<file path="src/rtl/conv_line_feeder_pkg.sv">
// Shared constants and types for the convolution line feeder and its core.
// Kernel geometry, FSM encoding and ring-index arithmetic live here.
package conv_line_feeder_pkg;

    localparam int NB_PIXEL_DEFAULT = 8;
    localparam int KNL_SIZE         = 3;
    localparam int KNL_LOAD_CYCLES  = 4;
    localparam int RING_SIZE        = KNL_SIZE;
    localparam int NB_RING          = 2;

    typedef logic [NB_RING-1:0] ring_idx_t;

    typedef enum logic [1:0] {
        KNL_CAPTURE = 2'd0,
        KNL_EMIT    = 2'd1,
        FILL        = 2'd2,
        BURST       = 2'd3
    } state_t;

    // (base + step) mod RING_SIZE, for base/step already inside the ring
    function automatic ring_idx_t ring_add(input ring_idx_t base, input ring_idx_t step);
        logic [NB_RING:0] sum;
        sum = {1'b0, base} + {1'b0, step};
        if (sum >= 3'(RING_SIZE)) begin
            sum = sum - 3'(RING_SIZE);
        end
        return sum[NB_RING-1:0];
    endfunction

endpackage

</file>
<file path="src/rtl/conv_line_feeder_if.sv">
// Stream-side and core-side signals of the line feeder, bundled as one bus.
// master drives the pixel/kernel streams; slave is the feeder itself.
interface conv_line_feeder_if
    import conv_line_feeder_pkg::*;
#(
    parameter int NB_PIXEL = NB_PIXEL_DEFAULT
);
    logic [3*NB_PIXEL-1:0] i_knl_col;
    logic                  i_knl_valid;
    logic                  o_knl_ready;
    logic [NB_PIXEL-1:0]   i_pixel;
    logic                  i_pixel_valid;
    logic                  o_pixel_ready;
    logic [NB_PIXEL-1:0]   o_data1;
    logic [NB_PIXEL-1:0]   o_data2;
    logic [NB_PIXEL-1:0]   o_data3;
    logic                  o_load_knl;
    logic                  o_data_valid;
    logic                  o_frame_done;

    modport master (
        output i_knl_col, i_knl_valid, i_pixel, i_pixel_valid,
        input  o_knl_ready, o_pixel_ready, o_data1, o_data2, o_data3,
               o_load_knl, o_data_valid, o_frame_done
    );

    modport slave (
        input  i_knl_col, i_knl_valid, i_pixel, i_pixel_valid,
        output o_knl_ready, o_pixel_ready, o_data1, o_data2, o_data3,
               o_load_knl, o_data_valid, o_frame_done
    );

endinterface

</file>
<file path="src/rtl/conv_line_ram.sv">
// One image line: single write port, single read port, registered read.
// The read register only updates when re is high, so it holds between bursts.
module conv_line_ram #(
    parameter int DEPTH   = 64,
    parameter int WIDTH   = 8,
    parameter int NB_ADDR = $clog2(DEPTH)
) (
    input  logic               clk,
    input  logic               we,
    input  logic [NB_ADDR-1:0] waddr,
    input  logic [WIDTH-1:0]   wdata,
    input  logic               re,
    input  logic [NB_ADDR-1:0] raddr,
    output logic [WIDTH-1:0]   rdata
);

    // NOTE: the storage array has no reset; every location is rewritten before it is read.
    logic [WIDTH-1:0] mem [DEPTH];

    always_ff @(posedge clk) begin
        if (we) begin
            mem[waddr] <= wdata;
        end
        if (re) begin
            rdata <= mem[raddr];
        end
    end

endmodule

</file>
<file path="src/rtl/conv_line_feeder.sv">
// Front end of the 3x3 convolution core: replays the kernel as a load burst,
// then streams each completed image row as gap-free vertical pixel triplets.
module conv_line_feeder
    import conv_line_feeder_pkg::*;
#(
    parameter int IMG_WIDTH  = 64,
    parameter int IMG_HEIGHT = 64,
    parameter int NB_PIXEL   = NB_PIXEL_DEFAULT,
    parameter int NB_ADDR    = $clog2(IMG_WIDTH)
) (
    input  logic              clk,
    input  logic              i_rst,
    conv_line_feeder_if.slave bus
);

    localparam int NB_CNT = $clog2(IMG_WIDTH + 2);
    localparam int NB_ROW = $clog2(IMG_HEIGHT + 1);
    localparam int NB_KNL = KNL_SIZE * NB_PIXEL;

    typedef logic [NB_PIXEL-1:0] pixel_t;

    state_t             state;
    logic [1:0]         knl_cnt;
    logic [1:0]         emit_cnt;
    logic [NB_KNL-1:0]  knl_reg [KNL_SIZE];
    pixel_t             knl_out [KNL_SIZE];
    logic               out_from_ram;
    ring_idx_t          out_base;
    logic [NB_ADDR-1:0] col;
    logic [NB_ROW-1:0]  row;
    ring_idx_t          wr_buf;
    logic [NB_CNT-1:0]  rd_cnt;
    logic               last_burst;
    logic               load_knl;
    logic               data_valid;
    logic               frame_done;

    logic               knl_fire;
    logic               pix_fire;
    logic               ram_re;
    pixel_t             ram_q    [RING_SIZE];
    pixel_t             data_out [KNL_SIZE];

    // Tap 0 is the top coefficient, held in the most significant byte.
    function automatic pixel_t knl_tap(input logic [NB_KNL-1:0] column, input int tap);
        return column[NB_KNL-1-tap*NB_PIXEL -: NB_PIXEL];
    endfunction

    assign knl_fire = bus.i_knl_valid && (state == KNL_CAPTURE);
    assign pix_fire = bus.i_pixel_valid && (state == FILL);
    assign ram_re   = (state == BURST) && (rd_cnt < NB_CNT'(IMG_WIDTH));

    for (genvar b = 0; b < RING_SIZE; b++) begin : g_line
        conv_line_ram #(
            .DEPTH   (IMG_WIDTH),
            .WIDTH   (NB_PIXEL),
            .NB_ADDR (NB_ADDR)
        ) u_ram (
            .clk   (clk),
            .we    (pix_fire && (wr_buf == ring_idx_t'(b))),
            .waddr (col),
            .wdata (bus.i_pixel),
            .re    (ram_re),
            .raddr (rd_cnt[NB_ADDR-1:0]),
            .rdata (ram_q[b])
        );
    end

    // NOTE: sequential state uses <= only, so every register samples pre-edge values.
    always_ff @(posedge clk) begin
        if (i_rst) begin
            state        <= KNL_CAPTURE;
            knl_cnt      <= '0;
            emit_cnt     <= '0;
            out_from_ram <= 1'b0;
            out_base     <= '0;
            col          <= '0;
            row          <= '0;
            wr_buf       <= '0;
            rd_cnt       <= '0;
            last_burst   <= 1'b0;
            load_knl     <= 1'b0;
            data_valid   <= 1'b0;
            frame_done   <= 1'b0;
            for (int t = 0; t < KNL_SIZE; t++) begin
                knl_reg[t] <= '0;
                knl_out[t] <= '0;
            end
        end else begin
            load_knl   <= 1'b0;
            frame_done <= 1'b0;
            // Strobe lands one cycle after the core has shifted in column rd_cnt-1 (>= 2).
            data_valid <= (state == BURST) && (rd_cnt >= NB_CNT'(KNL_SIZE))
                          && (rd_cnt <= NB_CNT'(IMG_WIDTH));

            case (state)
                KNL_CAPTURE: begin
                    if (knl_fire) begin
                        knl_reg[knl_cnt] <= bus.i_knl_col;
                        if (knl_cnt == 2'(KNL_SIZE - 1)) begin
                            knl_cnt      <= '0;
                            emit_cnt     <= '0;
                            state        <= KNL_EMIT;
                            load_knl     <= 1'b1;
                            out_from_ram <= 1'b0;
                            for (int t = 0; t < KNL_SIZE; t++) begin
                                knl_out[t] <= knl_tap(knl_reg[0], t);
                            end
                        end else begin
                            knl_cnt <= knl_cnt + 2'd1;
                        end
                    end
                end

                KNL_EMIT: begin
                    // emit_cnt is the load cycle currently on the outputs.
                    if (emit_cnt == 2'(KNL_LOAD_CYCLES - 1)) begin
                        state  <= FILL;
                        col    <= '0;
                        row    <= '0;
                        wr_buf <= '0;
                    end else begin
                        load_knl <= 1'b1;
                        emit_cnt <= emit_cnt + 2'd1;
                        for (int t = 0; t < KNL_SIZE; t++) begin
                            if (emit_cnt < 2'(KNL_SIZE - 1)) begin
                                knl_out[t] <= knl_tap(knl_reg[emit_cnt + 2'd1], t);
                            end else begin
                                knl_out[t] <= '0;
                            end
                        end
                    end
                end

                FILL: begin
                    if (pix_fire) begin
                        if (col == NB_ADDR'(IMG_WIDTH - 1)) begin
                            col    <= '0;
                            row    <= row + 1'b1;
                            wr_buf <= ring_add(wr_buf, ring_idx_t'(1));
                            if (row >= NB_ROW'(KNL_SIZE - 1)) begin
                                state      <= BURST;
                                rd_cnt     <= '0;
                                last_burst <= (row == NB_ROW'(IMG_HEIGHT - 1));
                            end
                        end else begin
                            col <= col + 1'b1;
                        end
                    end
                end

                BURST: begin
                    // After a wrap, wr_buf points at the oldest of the three rows.
                    if (rd_cnt == '0) begin
                        out_from_ram <= 1'b1;
                        out_base     <= wr_buf;
                    end
                    if (rd_cnt == NB_CNT'(IMG_WIDTH + 1)) begin
                        rd_cnt <= '0;
                        if (last_burst) begin
                            frame_done <= 1'b1;
                            state      <= KNL_CAPTURE;
                            row        <= '0;
                            wr_buf     <= '0;
                        end else begin
                            state <= FILL;
                        end
                    end else begin
                        rd_cnt <= rd_cnt + 1'b1;
                    end
                end

                default: state <= KNL_CAPTURE;
            endcase
        end
    end

    // NOTE: each output gets its default before the override, so no latch is inferred.
    always_comb begin
        for (int t = 0; t < KNL_SIZE; t++) begin
            data_out[t] = knl_out[t];
            if (out_from_ram) begin
                data_out[t] = ram_q[ring_add(out_base, ring_idx_t'(t))];
            end
        end
    end

    assign bus.o_knl_ready   = (state == KNL_CAPTURE);
    assign bus.o_pixel_ready = (state == FILL);
    assign bus.o_data1       = data_out[0];
    assign bus.o_data2       = data_out[1];
    assign bus.o_data3       = data_out[2];
    assign bus.o_load_knl    = load_knl;
    assign bus.o_data_valid  = data_valid;
    assign bus.o_frame_done  = frame_done;

endmodule

</file>
<file path="src/flat_wrapper.sv">
// flat-port wrapper written by rule: the top's interface ports become plain ports
module conv_line_feeder_flat import conv_line_feeder_pkg::*;
#(
    parameter int IMG_WIDTH  = 64,
    parameter int IMG_HEIGHT = 64,
    parameter int NB_PIXEL   = NB_PIXEL_DEFAULT,
    parameter int NB_ADDR    = $clog2(IMG_WIDTH)
)
  (clk, i_rst, bus_i_knl_col, bus_i_knl_valid, bus_i_pixel, bus_i_pixel_valid, bus_o_knl_ready, bus_o_pixel_ready, bus_o_data1, bus_o_data2, bus_o_data3, bus_o_load_knl, bus_o_data_valid, bus_o_frame_done);
  conv_line_feeder_if #(.NB_PIXEL(NB_PIXEL)) bus_i ();
  input  logic clk;
  input  logic i_rst;
  input wire logic [$bits(bus_i.i_knl_col)-1:0] bus_i_knl_col;
  input wire logic [$bits(bus_i.i_knl_valid)-1:0] bus_i_knl_valid;
  input wire logic [$bits(bus_i.i_pixel)-1:0] bus_i_pixel;
  input wire logic [$bits(bus_i.i_pixel_valid)-1:0] bus_i_pixel_valid;
  output wire logic [$bits(bus_i.o_knl_ready)-1:0] bus_o_knl_ready;
  output wire logic [$bits(bus_i.o_pixel_ready)-1:0] bus_o_pixel_ready;
  output wire logic [$bits(bus_i.o_data1)-1:0] bus_o_data1;
  output wire logic [$bits(bus_i.o_data2)-1:0] bus_o_data2;
  output wire logic [$bits(bus_i.o_data3)-1:0] bus_o_data3;
  output wire logic [$bits(bus_i.o_load_knl)-1:0] bus_o_load_knl;
  output wire logic [$bits(bus_i.o_data_valid)-1:0] bus_o_data_valid;
  output wire logic [$bits(bus_i.o_frame_done)-1:0] bus_o_frame_done;
  assign bus_i.i_knl_col = bus_i_knl_col;
  assign bus_i.i_knl_valid = bus_i_knl_valid;
  assign bus_i.i_pixel = bus_i_pixel;
  assign bus_i.i_pixel_valid = bus_i_pixel_valid;
  assign bus_o_knl_ready = bus_i.o_knl_ready;
  assign bus_o_pixel_ready = bus_i.o_pixel_ready;
  assign bus_o_data1 = bus_i.o_data1;
  assign bus_o_data2 = bus_i.o_data2;
  assign bus_o_data3 = bus_i.o_data3;
  assign bus_o_load_knl = bus_i.o_load_knl;
  assign bus_o_data_valid = bus_i.o_data_valid;
  assign bus_o_frame_done = bus_i.o_frame_done;
  conv_line_feeder #(.IMG_WIDTH(IMG_WIDTH), .IMG_HEIGHT(IMG_HEIGHT), .NB_PIXEL(NB_PIXEL), .NB_ADDR(NB_ADDR)) u_core (.clk(clk), .i_rst(i_rst), .bus(bus_i));
endmodule
</file>
<file path="config.mk">
export PLATFORM = sky130hd
export DESIGN_NAME = conv_line_feeder_flat
export DESIGN_NICKNAME = d
export VERILOG_FILES = /design/src/rtl/conv_line_feeder_pkg.sv /design/src/rtl/conv_line_feeder_if.sv /design/src/rtl/conv_line_ram.sv /design/src/rtl/conv_line_feeder.sv /design/src/flat_wrapper.sv
export SDC_FILE = /design/constraint.sdc
export NUM_CORES = 2
export LEC_CHECK = 0
export CAP_MARGIN = 20
export CORE_MARGIN = 2
export CORE_UTILIZATION = 36
export DETAILED_ROUTE_END_ITERATION = 6
export PLACE_DENSITY_LB_ADDON = 0.15
export SLEW_MARGIN = 20
export SYNTH_ARGS = -nofsm -noshare
export SYNTH_HDL_FRONTEND = slang
export SYNTH_HIERARCHICAL = 1
export SYNTH_SLANG_ARGS = --single-unit
</file>
<file path="constraint.sdc">
create_clock -name clk -period 3.4 [get_ports clk]
set_input_delay 0.68 -clock clk [delete_from_list [all_inputs] [get_ports clk]]
set_output_delay 0.68 -clock clk [all_outputs]
set_load 0.005 [all_outputs]
</file>
* Yosys cells after proc, flatten, opt, wreduce, memory -nomap -nowiden
Memory sizes are Yosys's and may differ from the RTL's. A register that Yosys moved wholly into a read port is not among the register bits. Index checks and enable logic that the tools add are counted.
Storage, ports and cells: bits in registers 35, latch bits 0, bits in writable memories 1632, bits in read-only memories 0, input bits 36, output and inout bits 29, word-level logic and storage cells 203, memories 5
Memory list:
- u_core.g_line[0].u_ram.mem | words 64, bits a word 8, rd ports 1, clocked after Yosys merged registers in 1, wr ports 1, line conv_line_ram.sv:18 | logic [WIDTH-1:0] mem [DEPTH];
- u_core.g_line[1].u_ram.mem | words 64, bits a word 8, rd ports 1, clocked after Yosys merged registers in 1, wr ports 1, line conv_line_ram.sv:18
- u_core.g_line[2].u_ram.mem | words 64, bits a word 8, rd ports 1, clocked after Yosys merged registers in 1, wr ports 1, line conv_line_ram.sv:18
- u_core.knl_reg | words 3, bits a word 24, rd ports 2, clocked after Yosys merged registers in 0, wr ports 3, line conv_line_feeder.sv:25 | logic [NB_KNL-1:0] knl_reg [KNL_SIZE];
- u_core.knl_out | words 3, bits a word 8, rd ports 3, clocked after Yosys merged registers in 0, wr ports 3, line conv_line_feeder.sv:26 | pixel_t knl_out [KNL_SIZE];
Operators by class: $add $sub $neg 12, multipliers 0, divide/modulo/power cells 0, order comparisons 12, equal/unequal tests 20, shifts and indexed selects 0, multiplexer cells 100, bitwise logic cells 14, reduce and logical (&&, ||, !) cells 27
Operator list (number):
- $mux 8 | 18
- $mux 7 | 9
- $mux 2 | 25
- $bmux 8 s2 | 3
- $mux 1 | 33
- $mux 24 | 1
- $reduce_or 24->1 | 1
- $pmux 7 s3 | 1
- $mux 6 | 3
- $reduce_and 4->1 | 4
- $add 7x1->7 const B | 2
- $ge 7x2->1 const B | 2
- $ne 2x1->1 const B | 7
- $pmux 7 s2 | 1
- $pmux 6 s2 | 1
- $eq 2x2->1 const B | 5
- $ge 3x2->1 const B | 3
- $ge 3x3->1 const B | 3
- $not 2->3 | 3
- $or 1x1->1 | 9
- $logic_and 1x1->1 | 8
- $pmux 2 s4 | 1
- $reduce_bool 2->1 | 4
- $sub 2x2->2 const B | 4
- 25 further kinds | 34

* Logic depth before layout (Yosys ltp)
depth in word-level cells 9, gate-level depth with buffers 9, depth with buffers taken out 7

* Modules after synthesis
Netlist, hierarchy kept.
Modules (own cells, without submodules):
- conv_line_ram (u_core.g_line[1].u_ram ...) | instances 2, cells an instance 940, area an instance 20246.9 µm², seq. area each 15615.0 µm²
- conv_line_ram (u_core.g_line[0].u_ram) | instances 1, cells an instance 993, area an instance 20365.8 µm², seq. area each 15615.0 µm²
- conv_line_feeder | instances 1, cells an instance 635, area an instance 7468.4 µm², seq. area each 4224.1 µm²

* Worst setup path before layout
OpenSTA, ideal clock, no wires.
path type input port to flip-flop, start point in i_rst, end point mem u_core/knl_reg[3][0] (netlist name), enable pin, library setup time 0.435 ns, arrival 2.895 ns, required time 2.965 ns, path slack 0.070 ns, cell stages on the path 3, path buffers 2, cells stage by stage clkbuf_1 -> clkbuf_1 -> nor3_1
RTL lines:
- start, declared | line flat_wrapper.sv:12 | input logic i_rst;
- end, declared | line conv_line_feeder.sv:25

* Worst setup path in the final report
start point reg u_core.out_base[0], end point out bus_o_data2[7]
Between the ends: word-level cells in the longest chain between the ends 9, elaborated cells between the ends (all ways) 10, classes of those cells 2 x add/sub; 1 x order compare; 6 x mux; 1 x bitwise
Ends and longest elaborated chain:
- start, declared | line conv_line_feeder.sv:28 | ring_idx_t out_base;
- start signal, assigned | line conv_line_feeder.sv:156 | out_base <= wr_buf;
- $add 2x1->3 (*) | line conv_line_feeder_pkg.sv:23 | sum = {1'b0, base} + {1'b0, step};
- $ge 3x2->1 / $sub 2x2->2 (equally long branches) | line conv_line_feeder_pkg.sv:24, conv_line_feeder_pkg.sv:25
- $mux 2 (*) | line conv_line_feeder_pkg.sv:24 | if (sum >= 3'(RING_SIZE)) begin
- $mux 2 (*) | line conv_line_feeder.sv:182 | if (out_from_ram) begin
- $not 2->3 (not written as such) (*) | line conv_line_feeder.sv:183 | data_out[t] = ram_q[ring_add(out_base, ring_idx_t'(t))];
- $bmux 8 s2 (*) | line conv_line_feeder.sv:183
- $mux 8 (not written as such) (*) (2 in series) | line conv_line_feeder.sv:183
- $mux 8 (*) | line conv_line_feeder.sv:182
- end, declared | line flat_wrapper.sv:20 | output wire logic [$bits(bus_i.o_data2)-1:0] bus_o_data2;
Every way passes the cells marked *; elsewhere a longest branch is shown, timed or not. The select of a mux whose other input is x is not followed.

==> impl.org <==
** GRT
- Via count of the first global-routing pass :: 36440
- Entering global routing, the biggest net connects 77 pins.
- Wire length of the first global-routing pass :: 265100 um
- Total overflow reported by the global router :: 0
- The initial antenna violation count was 5.
- Global routing used 18.94% of the available tracks.

** Timing
- Setup violations remaining at the end of the flow were counted as 0.
- In the finished design, the share of the clock period the worst path needs comes to 96.61%.
- Relative slew slack :: 39.14%
- Slew at the pin with the worst max-slew slack :: 901.1 ps
- Timing would allow up to 304.4 MHz.
- The tightest hold path in the finished design has a slack of 313.8 ps.
- Final Skew :: 45.62 ps
- Setup repair after global routing left no endpoint under its margin.
- Post-layout worst setup margin :: 115.2 ps
- Final number of max-transition violations :: 0
- Number of endpoints with negative hold slack in the final report :: 0
- After layout, the minimum clock period comes to 3285 ps.

** Synth
- Proportion of netlist area held by the largest area contributor :: 73.48%
- A synthesized cell averages 19.48 sq um.
- Cell area after synthesis :: 68330 sq um
- Synthesis produced a netlist whose cell count is 3508.
- Count of state elements after synthesis :: 1715
- Counting flops with an async set or reset pin after synthesis yields a share of 0%.
- Multiplexer area fraction after synthesis :: 14.73%
- Counting flops with a built-in enable in the synthesized netlist gives 1672.
- Of all cell types, the one taking the most synthesized area is edfxtp_1.
- In this run, distinct cell masters in the synthesized netlist total 71.
- When the netlist entered floorplanning its net count stood at 3554.
- Dominant register cell in the synthesized netlist :: edfxtp_1
- Total of warnings raised by yosys :: 6
- Top post-synthesis cells by area :: edfxtp_1 73%, mux4_2 13%, nor2_1 1.6%
- Largest family of logic cells by synthesized area :: multiplexers
- Synth Area in Simple Gates :: 5.060%
- Synthesized-area fraction occupied by ao, oa, aoi and oai cells :: 3.477%
- After Yosys synthesis, XOR and XNOR cells account for 0.06409% of the synthesized area.
- Sequential cells were found to cover 74.74% of the synthesized design area.
- After Yosys synthesis, full adders, half adders and majority gates account for 0.1831% of the synthesized area.

** Placement
- Once placement completed, the tool counted placed cells totaling 6320.
- During placement, the flow inserted port buffers numbering 64.
- At the placement stage, the worst setup path has a slack of 43.66 ps.
- Routability-driven placement finished with a final weighted congestion of 0.7910.
- Detailed placement finished with a half-perimeter wire length of 118300 um.
- Once placement finished, the instance area stood at 75110 sq um.

** Worst hold path
- Worst min-delay path startpoint :: bus_i_pixel[2]
- Cell count of the worst hold path :: 1
- The worst hold path belongs to the class in -> reg.
- For hold timing, the worst endpoint is u_core/g_line[2].u_ram/mem[50][2]$_DFFE_PP_.

** Setup path
- The setup check on the worst reg-to-reg path leaves a slack of 180 ps.
- In this run the worst setup path begins at u_core/out_base[0]$_SDFFE_PP0P_.
- For the worst setup path, the data required time is 2720 ps.
- Worst reg-to-reg path cell count :: 8
- The worst register-to-register path ends at u_core/g_line[0].u_ram/rdata[4]$_DFFE_PP_.
- Along the worst path, the maximum fanout reaches 5.
- Setup crit start kind :: flip-flop
- Source of the worst register-to-register timing path :: u_core/rd_cnt[0]$_SDFFE_PP0P_
- STA classifies the critical path endpoint as an output port.
- By startpoint and endpoint, the worst setup path is classified as reg -> out.
- At the worst endpoint, the arrival time is 2600 ps.

** Routing
- After detailed routing, the average wire length per cell comes to 27.30 um.
- For this block, the routed nets add up to 182100 um of wire.
- Via count :: 35320
- In the routed design, unresolved DRC markers number 0.
- The detail route stage leaves a number of antenna-violating nets equal to 0.
- Using the TritonRoute via totals, the vias-per-cell ratio works out to 5.295.
- Total iterations of the first detailed-routing run :: 6
- The detailed router finished its first iteration with 2925 violations.

** Cells and area
- Number of flip-flops in the largest register :: 1536
- After the last flow step, the layout net total stands at 4064.
- After routing the design area is 81380 sq um.
- In the final layout, the share of cells above drive strength 1 is 29.27%.
- Signed area change from the synthesized netlist to the final layout :: 19.10%
- Final instance count without filler cells :: 6670

** Floorplan
- Total Die Area :: 193300 sq um
- Once the floorplan was initialized, standard cells occupied 36.31% of the core.
- The core region is 188200 sq um.
- The floorplan has 159 rows.
- During I/O placement, the number of pins put on the boundary was 65.
- Overall die width :: 439.7 um
- Chip Height :: 439.7 um

** Power and ir drop
- Power spread over the standard cell area amounts to 537.5 nW/um^2.
- The worst-case IR drop observed on VDD is 0.4680 mV.
- LEAKAGE :: 25.36 nW

** CTS
- CTS Root Buffer Type :: clkbuf_16
- TritonCTS built the clock tree.
- The tree built by TritonCTS fans out to 1715 sinks.
- Total CTS buffers :: 182
- H-tree level count :: 4
- Clk slew on worst S/H paths :: 60 ps
- Number of buffers between clock root and the deepest sink :: 3
- For the worst-skew pair, the clock arrives at the later sink with an insertion delay of 810 ps.

** Outcome
- The flow ran to the end, and the final reports show no timing, DRC or antenna violations.

** Flow run
- Max-cap violations :: 0
## per-layer routing
metal / share of wire, % / GRT usage (%)
met2: 48 / 30.37
met5: 0 / 0
met1: 45 / 27.33
met3: 4.7 / 2.717
met4: 2.0 / 4.491
## synthesized netlist by cell type, types with 10 or more instances
| library cell | count |
|---|---|
| buf_6 | 17 |
| mux4_2 | 383 |
| a221oi_1 | 17 |
| o21a_1 | 18 |
| a211oi_1 | 12 |
| a22oi_1 | 30 |
| nand2_1 | 105 |
| o221ai_1 | 36 |
| dfxtp_1 | 43 |
| a21oi_1 | 71 |
| mux2_2 | 37 |
| a22o_1 | 20 |
| buf_2 | 43 |
| and2_1 | 75 |
| clkbuf_1 | 84 |
| edfxtp_1 | 1672 |
| nand3_1 | 52 |
| nand2b_1 | 30 |
| nor2_1 | 285 |
| or3_1 | 11 |
| o22ai_1 | 34 |
| nand3b_1 | 12 |
| o21ai_0 | 36 |
| buf_4 | 32 |
| nand4_1 | 11 |
| nor3_1 | 26 |
| nor2b_1 | 51 |
| mux2i_1 | 102 |
| buf_1 | 13 |
| inv_1 | 14 |
| ha_1 | 10 |
## power by group
part           switching (W)  internal [W]  total, W
Combinational       0.000515      0.000180  0.000695
Clock                0.00829        0.0115    0.0198
Sequential         0.0000316        0.0232    0.0233
## worst max-delay path by stage
stage	end	slack (ps)	cells past startpoint
after floorplan	u_core/knl_reg[3][0]$_DFFE_PP_	70	3
after global placement	u_core/g_line[2].u_ram/mem[58][5]$_DFFE_PP_	30	10
after detailed placement	u_core/g_line[2].u_ram/mem[58][7]$_DFFE_PP_	40	10
after CTS	bus_o_data3[3]	-100	8
after global routing	bus_o_data3[5]	3	9
final	bus_o_data2[7]	120	9
## per-stage QoR
stage	TNS, ps	util [%]	total power, W
5_1_grt	0	43.24	0.04518
3_5_place_dp	0	39.91	0.02445
2_1_floorplan	0	-	0.02384
4_1_cts	-155.2	43.22	0.04430
3_3_place_gp	0	39.91	0.02444
6_report	0	43.24	0.04374
## worst max-delay path: stages, from the launching register on
cell	delay, ps
dfxtp_2	320
inv_1	60
ha_4	300
buf_12	120
buf_4	110
buf_12	90
a21oi_1	30
a31oi_1	310
a21oi_2	140
dlygate4sd2_1	300
## cell families (layout without fill, tap and decap cells)
family	after synthesis	count (layout)
muxes	522	522
buffers and inverters	212	875
adders and majority gates	10	10
and+or+nand+nor	704	704
xor gates and xnor gates	5	5
other	0	4
AOI/OAI and AO/OA	340	340
DFF	1715	1715
## layout make-up
type / instances / area [sq um]
clock inverters: 105 / 1097
repair buffers: 524 / 4866
multi-input cells: 1581 / 16280
well taps: 2495 / 3122
flip-flops and latches: 1715 / 51100
inverters: 14 / 52.55
clock buffers: 232 / 4856
fillers: 16610 / 106800
diodes: 4 / 10.01
## timing repair
action,in CTS,in global routing
endpoints found under the setup margin,24,7
pin swaps,8,4
buffers inserted,6,2
cloned,1,0
resized for setup,70,9
hold buffers,0,0
## layout by cell type, fill, tap and decap left out, drive strengths merged, types with 18 or more instances in the layout
master / n
dlygate4sd2: 19
o21a: 18
nor2b: 51
o221ai: 36
o22ai: 34
a221oi: 18
nand3: 52
nand2b: 30
nor2: 286
dfxtp: 43
and2: 75
mux2i: 102
bufinv: 18
clkbuf: 232
o21ai: 42
a22o: 20
clkinv: 76
mux4: 383
nor3: 27
inv: 19
a22oi: 30
nand2: 105
a21oi: 71
clkdlybuf4s50: 31
mux2: 37
buf: 469
edfxtp: 1672
Power figures use the tool's default switching activity.
